$ cat src/rtl/pc_seq_pkg.sv
// Shared types and constants for the MIPS program-counter sequencer.
package pc_seq_pkg;
  typedef enum logic {RUN, PAUSED} state_t;
  typedef enum logic [1:0] {SEQ, BR, J, JR} npc_sel_t;
  localparam logic [31:0] DEF_CONT_CODE = 32'h0000_0022;
endpackage

$ cat src/rtl/go_edge_sync.sv
// Brings the asynchronous go button into the clk domain and flags each rising edge once.
module go_edge_sync (
  input  logic clk,
  input  logic rst,
  input  logic go,
  output logic go_rise
);
  logic g1, g2, g3;

  always_ff @(posedge clk) begin
    if (rst) begin
      g1 <= 1'b0;
      g2 <= 1'b0;
      g3 <= 1'b0;
    end else begin
      g1 <= go;
      g2 <= g1;
      g3 <= g2;
    end
  end

  // g1 may be metastable; edge detect only looks at the settled pair
  assign go_rise = g2 & ~g3;
endmodule

$ cat src/rtl/pc_sequencer.sv
// PC register, next-PC selection, syscall pause/resume on go, and performance counters.
module pc_sequencer
  import pc_seq_pkg::*;
#(
  parameter int                ADDR_W    = 32,
  parameter logic [ADDR_W-1:0] RESET_PC  = '0,
  parameter logic [31:0]       CONT_CODE = DEF_CONT_CODE,
  parameter int                CNT_W     = 32
) (
  input  logic              clk,
  input  logic              rst,
  input  logic              stall,
  input  logic              syscall,
  input  logic [31:0]       sys_code,
  input  logic              go,
  input  logic              branch_taken,
  input  logic              jump,
  input  logic              jr,
  input  logic [25:0]       instr_index,
  input  logic [31:0]       branch_off,
  input  logic [ADDR_W-1:0] jr_target,
  output logic [ADDR_W-1:0] pc,
  output logic [ADDR_W-1:0] pc_plus4,
  output logic              pc_en,
  output logic              paused,
  output logic [CNT_W-1:0]  cycle_cnt,
  output logic [CNT_W-1:0]  instr_cnt,
  output logic [CNT_W-1:0]  xfer_cnt
);
  state_t            state, state_nxt;
  npc_sel_t          sel;
  logic              go_rise, pend_go, halt_req;
  logic [ADDR_W-1:0] pc_nxt, j_target;

  go_edge_sync u_go_sync (
    .clk     (clk),
    .rst     (rst),
    .go      (go),
    .go_rise (go_rise)
  );

  assign pc_plus4 = pc + ADDR_W'(4);
  assign halt_req = syscall & (sys_code != CONT_CODE);
  assign paused   = (state == PAUSED);

  // Jump keeps the upper PC region only when the PC is wide enough to have one
  if (ADDR_W > 28) begin : g_jhi
    assign j_target = {pc_plus4[ADDR_W-1:28], instr_index, 2'b00};
  end else begin : g_jlo
    assign j_target = ADDR_W'({instr_index, 2'b00});
  end

  always_ff @(posedge clk) begin
    if (rst) state <= RUN;
    else     state <= state_nxt;
  end

  always_comb begin
    state_nxt = state;
    pc_en     = 1'b0;
    sel       = SEQ;
    case (state)
      RUN: begin
        pc_en = ~stall & ~halt_req;
        if (~stall & halt_req) state_nxt = PAUSED;
        if (jr)                sel = JR;
        else if (jump)         sel = J;
        else if (branch_taken) sel = BR;
      end
      PAUSED: begin
        // resume is always sequential, so sel stays SEQ
        pc_en = ~stall & (go_rise | pend_go);
        if (pc_en) state_nxt = RUN;
      end
      default: state_nxt = RUN;
    endcase
    if (rst) pc_en = 1'b0;
  end

  always_comb begin
    case (sel)
      JR:      pc_nxt = jr_target;
      J:       pc_nxt = j_target;
      BR:      pc_nxt = pc_plus4 + branch_off[ADDR_W-1:0];
      default: pc_nxt = pc_plus4;
    endcase
  end

  always_ff @(posedge clk) begin
    if (rst) begin
      pc        <= RESET_PC;
      pend_go   <= 1'b0;
      cycle_cnt <= '0;
      instr_cnt <= '0;
      xfer_cnt  <= '0;
    end else begin
      if (pc_en) pc <= pc_nxt;
      // a go edge that lands while stalled in PAUSED is held until the stall drops
      if (pc_en)                                 pend_go <= 1'b0;
      else if (state == PAUSED && stall && go_rise) pend_go <= 1'b1;
      if (state == RUN)           cycle_cnt <= cycle_cnt + 1'b1;
      if (pc_en)                  instr_cnt <= instr_cnt + 1'b1;
      if (pc_en && sel != SEQ)    xfer_cnt  <= xfer_cnt + 1'b1;
    end
  end
endmodule

$ cat config.mk
export PLATFORM = sky130hd
export DESIGN_NAME = pc_sequencer
export DESIGN_NICKNAME = d
export VERILOG_FILES = /design/src/rtl/pc_seq_pkg.sv /design/src/rtl/go_edge_sync.sv /design/src/rtl/pc_sequencer.sv
export SDC_FILE = /design/constraint.sdc
export NUM_CORES = 1
export LEC_CHECK = 0
export ABC_AREA = 1
export BUFFER_PORTS_ARGS = -buffer_cell sky130_fd_sc_hd__buf_2
export CAP_MARGIN = 0
export CORE_ASPECT_RATIO = 1.4
export CORE_MARGIN = 4
export CORE_UTILIZATION = 30
export CTS_CLUSTER_SIZE = 10
export DETAILED_ROUTE_END_ITERATION = 8
export GPL_ROUTABILITY_DRIVEN = 0
export PLACE_DENSITY = 0.49
export SLEW_MARGIN = 20
export SYNTH_ARGS = -nofsm -noshare
export SYNTH_HDL_FRONTEND = slang
export SYNTH_HIERARCHICAL = 1
export SYNTH_SLANG_ARGS = --single-unit
$ cat constraint.sdc
create_clock -name clk -period 4.95 [get_ports clk]
set_clock_uncertainty 0.2 [all_clocks]
set_input_delay 0.495 -clock clk [delete_from_list [all_inputs] [get_ports clk]]
set_output_delay 0.495 -clock clk [all_outputs]
set_load 0.05 [all_outputs]
==> reports/results.env, run 1 <==
WORSTPATHCELLLIST='nand4_2, nor2_8, nand2_4, xnor2_1, ha_1, nand2_1, inv_1, a21oi_1, a21boi_0, nor2_1, nor2_1, nand3_1, nand3_1, nand2_1, nand2_1, nand2_1'
YS_WARN_COUNT=6
GLOBALROUTE.TOTALOVERFLOW=0
FINAL-MAX-SLEW-VIOLATION-COUNT=0
MIN_PATH_TYPE='primary input to register'
DIODES=0
NUMBER_OF_ANTENNA_VIOLATIONS_AT_THE_FIRST_CHECK_IN_GLOBAL_ROUTING=1
WORST_EP_REQUIRED_TIME_NS=5.07
ASYNC_FLOP_SHARE=0
MAX_STAGE_DELAY_NS=0.89
POSTCTSRESIZEDCELLS=0
PLACEDINSTANCEAREA_SQ_UM=12300
DRT_ITER0_MARKERS=579
PATH_CLK_SLEW_NS=0.06
SETUP-VIOLATIONS-FINAL=0
SYNTH_NETS=1846
WORST_R2R_PATH_DEPTH=16
POST-ROUTE-PERIOD-UTIL=0.865
SYNTH_FF_TYPE='sky130_fd_sc_hd__dfxtp_1'
TIMING.FINAL.HOLD_VIOLATIONS=0
ACHIEVABLE-FREQUENCY_MHz=234
SYNTH_ENABLE_FLOP_CELLS=0
NUMPORTBUFFERS=291
CORE_REGION_AREA_SQ_UM=34100
ANT_NETS=0
MOSTFREQUENTLAYOUTCELL='sky130_fd_sc_hd__nand2_1'
RRSETUPSLACK_NS=0.67
NETLIST-CELL-TYPE-COUNT=57
WORST-ENDPOINT-ARRIVAL_NS=4.40
NUMBER_OF_GLOBAL_ROUTE_VIAS_BEFORE_REPAIR=11700
FLOORPLAN.INITIALDENSITY=0.305
POST_CTS.REPAIR.SETUP_BUFFERS=0
PATH_DEPTH=16
LAYOUT.CELLS.MOST_COMMON_LIST='sky130_fd_sc_hd__nand2_1, sky130_fd_sc_hd__buf_2, sky130_fd_sc_hd__nor2_1, sky130_fd_sc_hd__inv_1, sky130_fd_sc_hd__dfxtp_1'
CP_SLOWEST_CELL='sky130_fd_sc_hd__a21boi_0'
FP.DIEAREA_SQ_UM=37800
CP-ENDPOINT='pc[27]$_SDFFE_PP0P_'
SETUP_TNS_NS=0
WORSTSETUPPATHTYPE='register to register'
WORST-PATH-MAX-FANOUT=8
CTS_NUM_SINKS=133
POST_SYNTH_INST_COUNT=1671
POST-DP-HPWL_UM=34600
DIE_HEIGHT_UM=228
DETAILEDPLACE.WORSTSLACK_NS=0.841
DRC_ERRORS=0
NUM-NETS-FINAL=2119
MAX_SLEW_MARGIN=0.293
TIMING.CRITICAL_PATH.TO_TYPE='register'
PLACEMENT_ROWS=80
YOSYS_REGISTER_BITS=133
FINAL_SETUP_SLACK_OF_THE_WORST_PATH_NS=0.668
P_LEAK_uW=0.00609
TIMING.CRITICAL_PATH.FROM_TYPE='register'
NUMCTSBUFFERS=17
PIN_COUNT_OF_THE_BIGGEST_NET_ENTERING_GLOBAL_ROUTING=74
FINAL-SEQ-AREA_SQ_UM=2660
CTS_TREE='built'
IOS=292
CLOCK-ROOT-BUFFER='sky130_fd_sc_hd__clkbuf_16'
ROUTED_WIRELENGTH_UM=43100
PERIOD_NEEDED_NS=4.28
CRITICAL_PATH.STARTPOINT='pc[14]$_SDFFE_PP0P_'
GRT_FIRST_PASS_WIRELENGTH_UM=65300
UNREPAIRED_SETUP_ENDPOINTS_AFTER_GLOBAL_ROUTING='no'
CLOCK_TREE.HTREE_LEVEL_COUNT=4
WORSTREG2REGEND='pc[27]$_SDFFE_PP0P_'
POWERDENSITY_nW_PER_UM2=261
CLOCK_LATENCY_NS=0.43
YS_SEQ_AREA_FRAC=0.256
VIA_COUNT=11700
NUMBER_OF_INSERTED_FILLER_CELLS_IN_THE_FINAL_LAYOUT=3831
SYN2LAYOUT_AREA_GROWTH_PCT=24.0
CRIT_FAMILY='simple AND/OR/NAND/NOR gates'
STATUS='finished, final reports clean'
TRACK_USAGE=0.223
CTS-HOLD-FIX-BUFFERS=0
SYNTH.CELL_AREA_SQ_UM=10400
CRITICAL_PATH.MOST_COMMON_CELL='sky130_fd_sc_hd__nand2_1'
FIRSTDRTPASSITERS=7
PATH_BUF_INV=1
DETAIL_ROUTE.WL_PER_CELL_UM=17.9
CHIP_WIDTH_UM=165
FINAL_CORE_UTIL=0.378
STDCELL_AREA_SQ_UM=12900
CTS_MAX_PATH_BUFFERS=2
MAX-CAP-VIOLATIONS=0
MAPPED_AVG_CELL_AREA_SQ_UM=6.23
MULTI_INPUT_COMB_AREA_SQ_UM=6850
TIMING.RR.START='pc[14]$_SDFFE_PP0P_'
IR_WORST_VDD_mV=0.199
VIAS_PER_CELL=4.88
FINAL_LAYOUT_SIZE_SUFFIX_GT1_FRAC=0.208
WORST-SLEW-PIN-TRANSITION_NS=1.05
[registers in the layout, indices dropped and copies added (netlist names)]
name and cells:
u_go_sync/g1 1, u_go_sync/g2 1, pc 32, cycle_cnt 32, pend_go 1, paused 1, xfer_cnt 32, instr_cnt 32
u_go_sync/g3 1
[worst min-delay path: stages]
cell and delay (ns):
sky130_fd_sc_hd__buf_2 0.09, sky130_fd_sc_hd__inv_1 0.04, sky130_fd_sc_hd__nor2_1 0.03
[cell usage after synthesis, types with 2 or more instances]
master	number	area, sq um
sky130_fd_sc_hd__nand2_1	521	1960
sky130_fd_sc_hd__nor2_1	189	709
sky130_fd_sc_hd__inv_1	172	646
sky130_fd_sc_hd__dfxtp_1	133	2660
sky130_fd_sc_hd__a21oi_1	124	621
sky130_fd_sc_hd__nand3_1	80	400
sky130_fd_sc_hd__xor2_1	55	482
sky130_fd_sc_hd__o21ai_0	52	260
sky130_fd_sc_hd__nor3_1	51	255
sky130_fd_sc_hd__ha_1	44	551
sky130_fd_sc_hd__nand4_1	31	194
sky130_fd_sc_hd__xnor2_1	22	193
sky130_fd_sc_hd__buf_2	20	100
sky130_fd_sc_hd__clkbuf_1	17	63.8
sky130_fd_sc_hd__a221oi_1	14	123
sky130_fd_sc_hd__nand2_2	12	75.1
sky130_fd_sc_hd__nor2_2	11	68.8
sky130_fd_sc_hd__nor2_4	11	124
sky130_fd_sc_hd__nor4_1	11	68.8
sky130_fd_sc_hd__inv_2	9	33.8
sky130_fd_sc_hd__o21bai_1	9	67.6
sky130_fd_sc_hd__nand3b_1	8	60.1
sky130_fd_sc_hd__o21ai_1	8	40.0
sky130_fd_sc_hd__nand3_2	7	70.1
sky130_fd_sc_hd__o21a_1	5	37.5
sky130_fd_sc_hd__or2_2	5	31.3
sky130_fd_sc_hd__buf_4	4	30.0
sky130_fd_sc_hd__nor3_2	4	40.0
sky130_fd_sc_hd__o211ai_1	4	30.0
sky130_fd_sc_hd__a21o_1	3	22.5
sky130_fd_sc_hd__and2_1	3	18.8
sky130_fd_sc_hd__a22oi_1	2	15.0
sky130_fd_sc_hd__a31oi_1	2	12.5
sky130_fd_sc_hd__nand2_4	2	22.5
sky130_fd_sc_hd__o2111ai_1	2	17.5
sky130_fd_sc_hd__xnor2_2	2	32.5
sky130_fd_sc_hd__xor2_2	2	32.5
[per-layer routing]
layer	vias to the layer above	part of all wire	track usage
met5	-	0.00016	0
met2	335	0.53	0.422
li1	5968	-	-
met4	2	0.042	0.104
met3	71	0.051	0.0395
met1	5373	0.37	0.234
[worst min path at each step]
stage / from / endpoint / slack, ns / cells after the start
floorplan: u_go_sync/g1$_SDFF_PP0_ / u_go_sync/g2$_SDFF_PP0_ / 0.19 / 2
global placement: u_go_sync/g1$_SDFF_PP0_ / u_go_sync/g2$_SDFF_PP0_ / 0.19 / 2
detailed placement: u_go_sync/g1$_SDFF_PP0_ / u_go_sync/g2$_SDFF_PP0_ / 0.20 / 2
CTS: stall / paused$_SDFF_PP0_ / 0.04 / 2
global route: stall / paused$_SDFF_PP0_ / 0.08 / 2
finish: go / u_go_sync/g1$_SDFF_PP0_ / 0.08 / 3
[area by class of cell]
type / count / area share
clock buffer: 18 / 0.0340
clock inverter: 13 / 0.0152
inverter: 182 / 0.0533
multi-input combinational: 1313 / 0.531
sequential: 133 / 0.206
tap: 451 / 0.0437
timing repair buffer: 297 / 0.116
[kinds of logic (layout without fill, tap and decap cells)]
logic type / after synthesis / in the layout / share of synthesized area
DFF: 133 / 133 / 0.256
buffers and inverters: 225 / 510 / 0.0863
adders and majority gates: 45 / 45 / 0.0548
and+or+nand+nor: 955 / 955 / 0.406
xor gates and xnor gates: 81 / 81 / 0.0711
AOI/OAI and AO/OA: 232 / 232 / 0.126
[report_power, final]
part	switching, uW	internal, uW	total, uW	leakage, uW
logic	583	228	811	0.00471
clock network	544	863	1410	0.000304
registers	46.0	1100	1140	0.00108
[through the flow]
stage	hold slack [ns]	power, uW	instances
after global placement	0.193	1980	2376
after CTS	0.0406	3410	2407
after global routing	0.0799	3530	2407
after floorplan	0.188	1700	1671
final	0.0789	3360	2407
after detailed placement	0.195	1980	2376
No activity file was read; power rests on OpenSTA's default activity.
==> run 2: changes to the inputs <==
Settings changed: SYNTH_HIERARCHICAL 1 to default.
==> run 2 against run 1 <==
Effect of this change: clock power fell by 9%; via count rose by 3.0%; highest routed layer is now met4; critical path type unchanged; sequential power barely moved; cell area rose by 1.4%.
==> reports/results.env, run 2 <==
YS_SEQ_AREA_FRAC=0.250
FP.DIEAREA_SQ_UM=38600
SETUP_TNS_NS=0
LAYOUT.CELLS.MOST_COMMON_LIST='sky130_fd_sc_hd__nand2_1, sky130_fd_sc_hd__buf_2, sky130_fd_sc_hd__inv_1, sky130_fd_sc_hd__nor2_1, sky130_fd_sc_hd__dfxtp_1'
FINISH.CELL_COUNT_WITHOUT_FILLERS=2530
PLACEMENT_ROWS=81
NUMBER_OF_ANTENNA_VIOLATIONS_AT_THE_FIRST_CHECK_IN_GLOBAL_ROUTING=0
CHIP_WIDTH_UM=167
WORST-SLEW-PIN-TRANSITION_NS=0.958
MOSTFREQUENTLAYOUTCELL='sky130_fd_sc_hd__nand2_1'
CTS_NUM_SINKS=133
ACHIEVABLE-FREQUENCY_MHz=262
CLOCK_LATENCY_NS=0.43
WORST_EP_REQUIRED_TIME_NS=5.08
SETUP-VIOLATIONS-FINAL=0
POSTCTSRESIZEDCELLS=0
DIODES=0
FLOORPLAN.INITIALDENSITY=0.304
PERIOD_NEEDED_NS=3.82
YOSYSTOPAREACELLSHARE=0.250
NUMBER_OF_INSERTED_FILLER_CELLS_IN_THE_FINAL_LAYOUT=3997
DIE_HEIGHT_UM=231
CTS_TREE='built'
WORST-ENDPOINT-ARRIVAL_NS=3.95
SYNTH_FF_TYPE='sky130_fd_sc_hd__dfxtp_1'
MAX-CAP-VIOLATIONS=0
SYNTH_NETS=1964
POST_CTS.REPAIR.SETUP_BUFFERS=0
NETLIST-CELL-TYPE-COUNT=44
IOS=292
VIA_COUNT=12100
POST-ROUTE-PERIOD-UTIL=0.772
DRT_ITER0_MARKERS=572
GLOBALROUTE.TOTALOVERFLOW=0
YOSYS.AREA.TOP_TYPE='sky130_fd_sc_hd__dfxtp_1'
NUMPLACEDINSTANCES=2498
YS_WARN_COUNT=0
CORE_REGION_AREA_SQ_UM=35000
MAPPED_AVG_CELL_AREA_SQ_UM=5.95
PIN_COUNT_OF_THE_BIGGEST_NET_ENTERING_GLOBAL_ROUTING=54
FINAL-MAX-SLEW-VIOLATION-COUNT=0
DESIGN_POWER_TOTAL_uW=3260
MAX_STAGE_DELAY_NS=0.64
ROUTED_WIRELENGTH_UM=43200
WORSTPATHCELLLIST='ha_1, nand2_1, inv_1, nand3_1, nor2_2, nand4_1, xor2_1, inv_1, ha_1, nand2_1, nor4_1, nand3_1, nand2_1, nand2_1, nand3_1, nand2_1, nand2_1, nand2_1'
UNREPAIRED_SETUP_ENDPOINTS_AFTER_GLOBAL_ROUTING='no'
FINAL_LAYOUT_SIZE_SUFFIX_GT1_FRAC=0.183
POST-DP-HPWL_UM=34800
NUMBER_OF_GLOBAL_ROUTE_VIAS_BEFORE_REPAIR=12200
MAX_SLEW_MARGIN=0.361
IR_WORST_VDD_mV=0.193
GRT_FIRST_PASS_WIRELENGTH_UM=66600
SYNTH.CELL_AREA_SQ_UM=10600
WORST-PATH-MAX-FANOUT=5
TIMING.CRITICAL_PATH.FROM_TYPE='register'
FIRSTDRTPASSITERS=5
NUM-NETS-FINAL=2236
SYNTH.TOP_CELLS.BY_AREA='sky130_fd_sc_hd__dfxtp_1, sky130_fd_sc_hd__nand2_1, sky130_fd_sc_hd__inv_1'
DETAIL_ROUTE.WL_PER_CELL_UM=17.1
POST_SYNTH_INST_COUNT=1789
CLOCK_TREE.HTREE_LEVEL_COUNT=4
CTS_MAX_PATH_BUFFERS=2
CRITICAL_PATH.MOST_COMMON_CELL='sky130_fd_sc_hd__nand2_1'
POWERDENSITY_nW_PER_UM2=249
PATH_CLK_SLEW_NS=0.07
STATUS='finished, final reports clean'
P_LEAK_uW=0.00643
DRC_ERRORS=0
WORSTSETUPPATHTYPE='register to register'
TIMING.FINAL.HOLD_VIOLATIONS=0
SYNTH_ENABLE_FLOP_CELLS=0
TIMING.CRITICAL_PATH.TO_TYPE='register'
TOP_CELLS_BY_COUNT_SYNTH='sky130_fd_sc_hd__nand2_1, sky130_fd_sc_hd__inv_1, sky130_fd_sc_hd__nor2_1'
FINAL_CORE_UTIL=0.374
SYN2LAYOUT_AREA_GROWTH_PCT=22.9
YOSYS_REGISTER_BITS=133
ANT_NETS=0
MIN_PATH_TYPE='primary input to register'
ASYNC_FLOP_SHARE=0
NUMPORTBUFFERS=291
TRACK_USAGE=0.218
CTS-HOLD-FIX-BUFFERS=0
CLOCK-ROOT-BUFFER='sky130_fd_sc_hd__clkbuf_16'
YOSYS.CELL_COUNT.TOP_TYPE='sky130_fd_sc_hd__nand2_1'
VIAS_PER_CELL=4.78
NUMCTSBUFFERS=17
CP_SLOWEST_CELL='sky130_fd_sc_hd__nor4_1'
==> run 2: area by class of cell <==
type	instances	area (sq um)	share of cell area
Clock buffer	18	439	0.0336
Clock inverter	14	141	0.0108
Inverter	221	830	0.0634
Multi-Input combinational cell	1389	6930	0.529
Sequential cell	133	2660	0.203
Tap cell	456	571	0.0436
Timing Repair Buffer	299	1520	0.116
==> run 2: path summary, 6_finish.rpt <==
path	startpoint	end	slack, ns	depth (start not counted)
max	pc[3]$_SDFFE_PP0P_	pc[30]$_SDFFE_PP0P_	1.13	18
min	stall	paused$_SDFF_PP0_	0.09	2
min reg2reg	u_go_sync.g1$_SDFF_PP0_	u_go_sync.g2$_SDFF_PP0_	0.20	2
max reg2reg	pc[3]$_SDFFE_PP0P_	pc[30]$_SDFFE_PP0P_	1.13	18
==> run 2: report_power, final <==
part	switching [uW]	total, uW	internal (uW)
logic	599	831	232
registers	44.8	1140	1100
clock network	571	1290	721
==> run 2: critical path, delay by kind of cell, from the launching register on <==
family                     cells  cell delay (ns)
and+or+nand+nor               13             2.07
adders and majority gates      2             0.56
DFF                            1             0.37
xor gates and xnor gates       1             0.30
buffers and inverters          2             0.22
==> run 2: kinds of logic (layout without fill, tap and decap cells) <==
| kind of cell | count (synthesis) | in the layout | share of synthesized area |
|---|---|---|---|
| AO/OA/AOI/OAI | 206 | 206 | 0.110 |
| XOR/XNOR | 78 | 78 | 0.0642 |
| adder cells (fa/ha/maj) | 45 | 45 | 0.0536 |
| buffers and inverters | 267 | 552 | 0.0993 |
| flip-flops | 133 | 133 | 0.250 |
| AND/OR/NAND/NOR | 1060 | 1060 | 0.423 |
==> run 2: per-stage QoR <==
stage               cell area, sq um  setup WS, ns  hold WS, ns
CTS                            13100          1.14       0.0538
global route                   13100         0.788       0.0802
finish                         13100          1.13       0.0862
detailed placement             12500          1.15        0.196
global placement               12500          1.12        0.192
floorplan                      10600         0.768        0.188
==> run 2: per-layer routing <==
metal / GRT usage / vias up / part of all wire
met5: 0 / - / 0
met3: 0.0415 / 87 / 0.044
met4: 0.105 / 0 / 0.047
met1: 0.224 / 5456 / 0.38
met2: 0.421 / 320 / 0.53
li1: - / 6239 / -
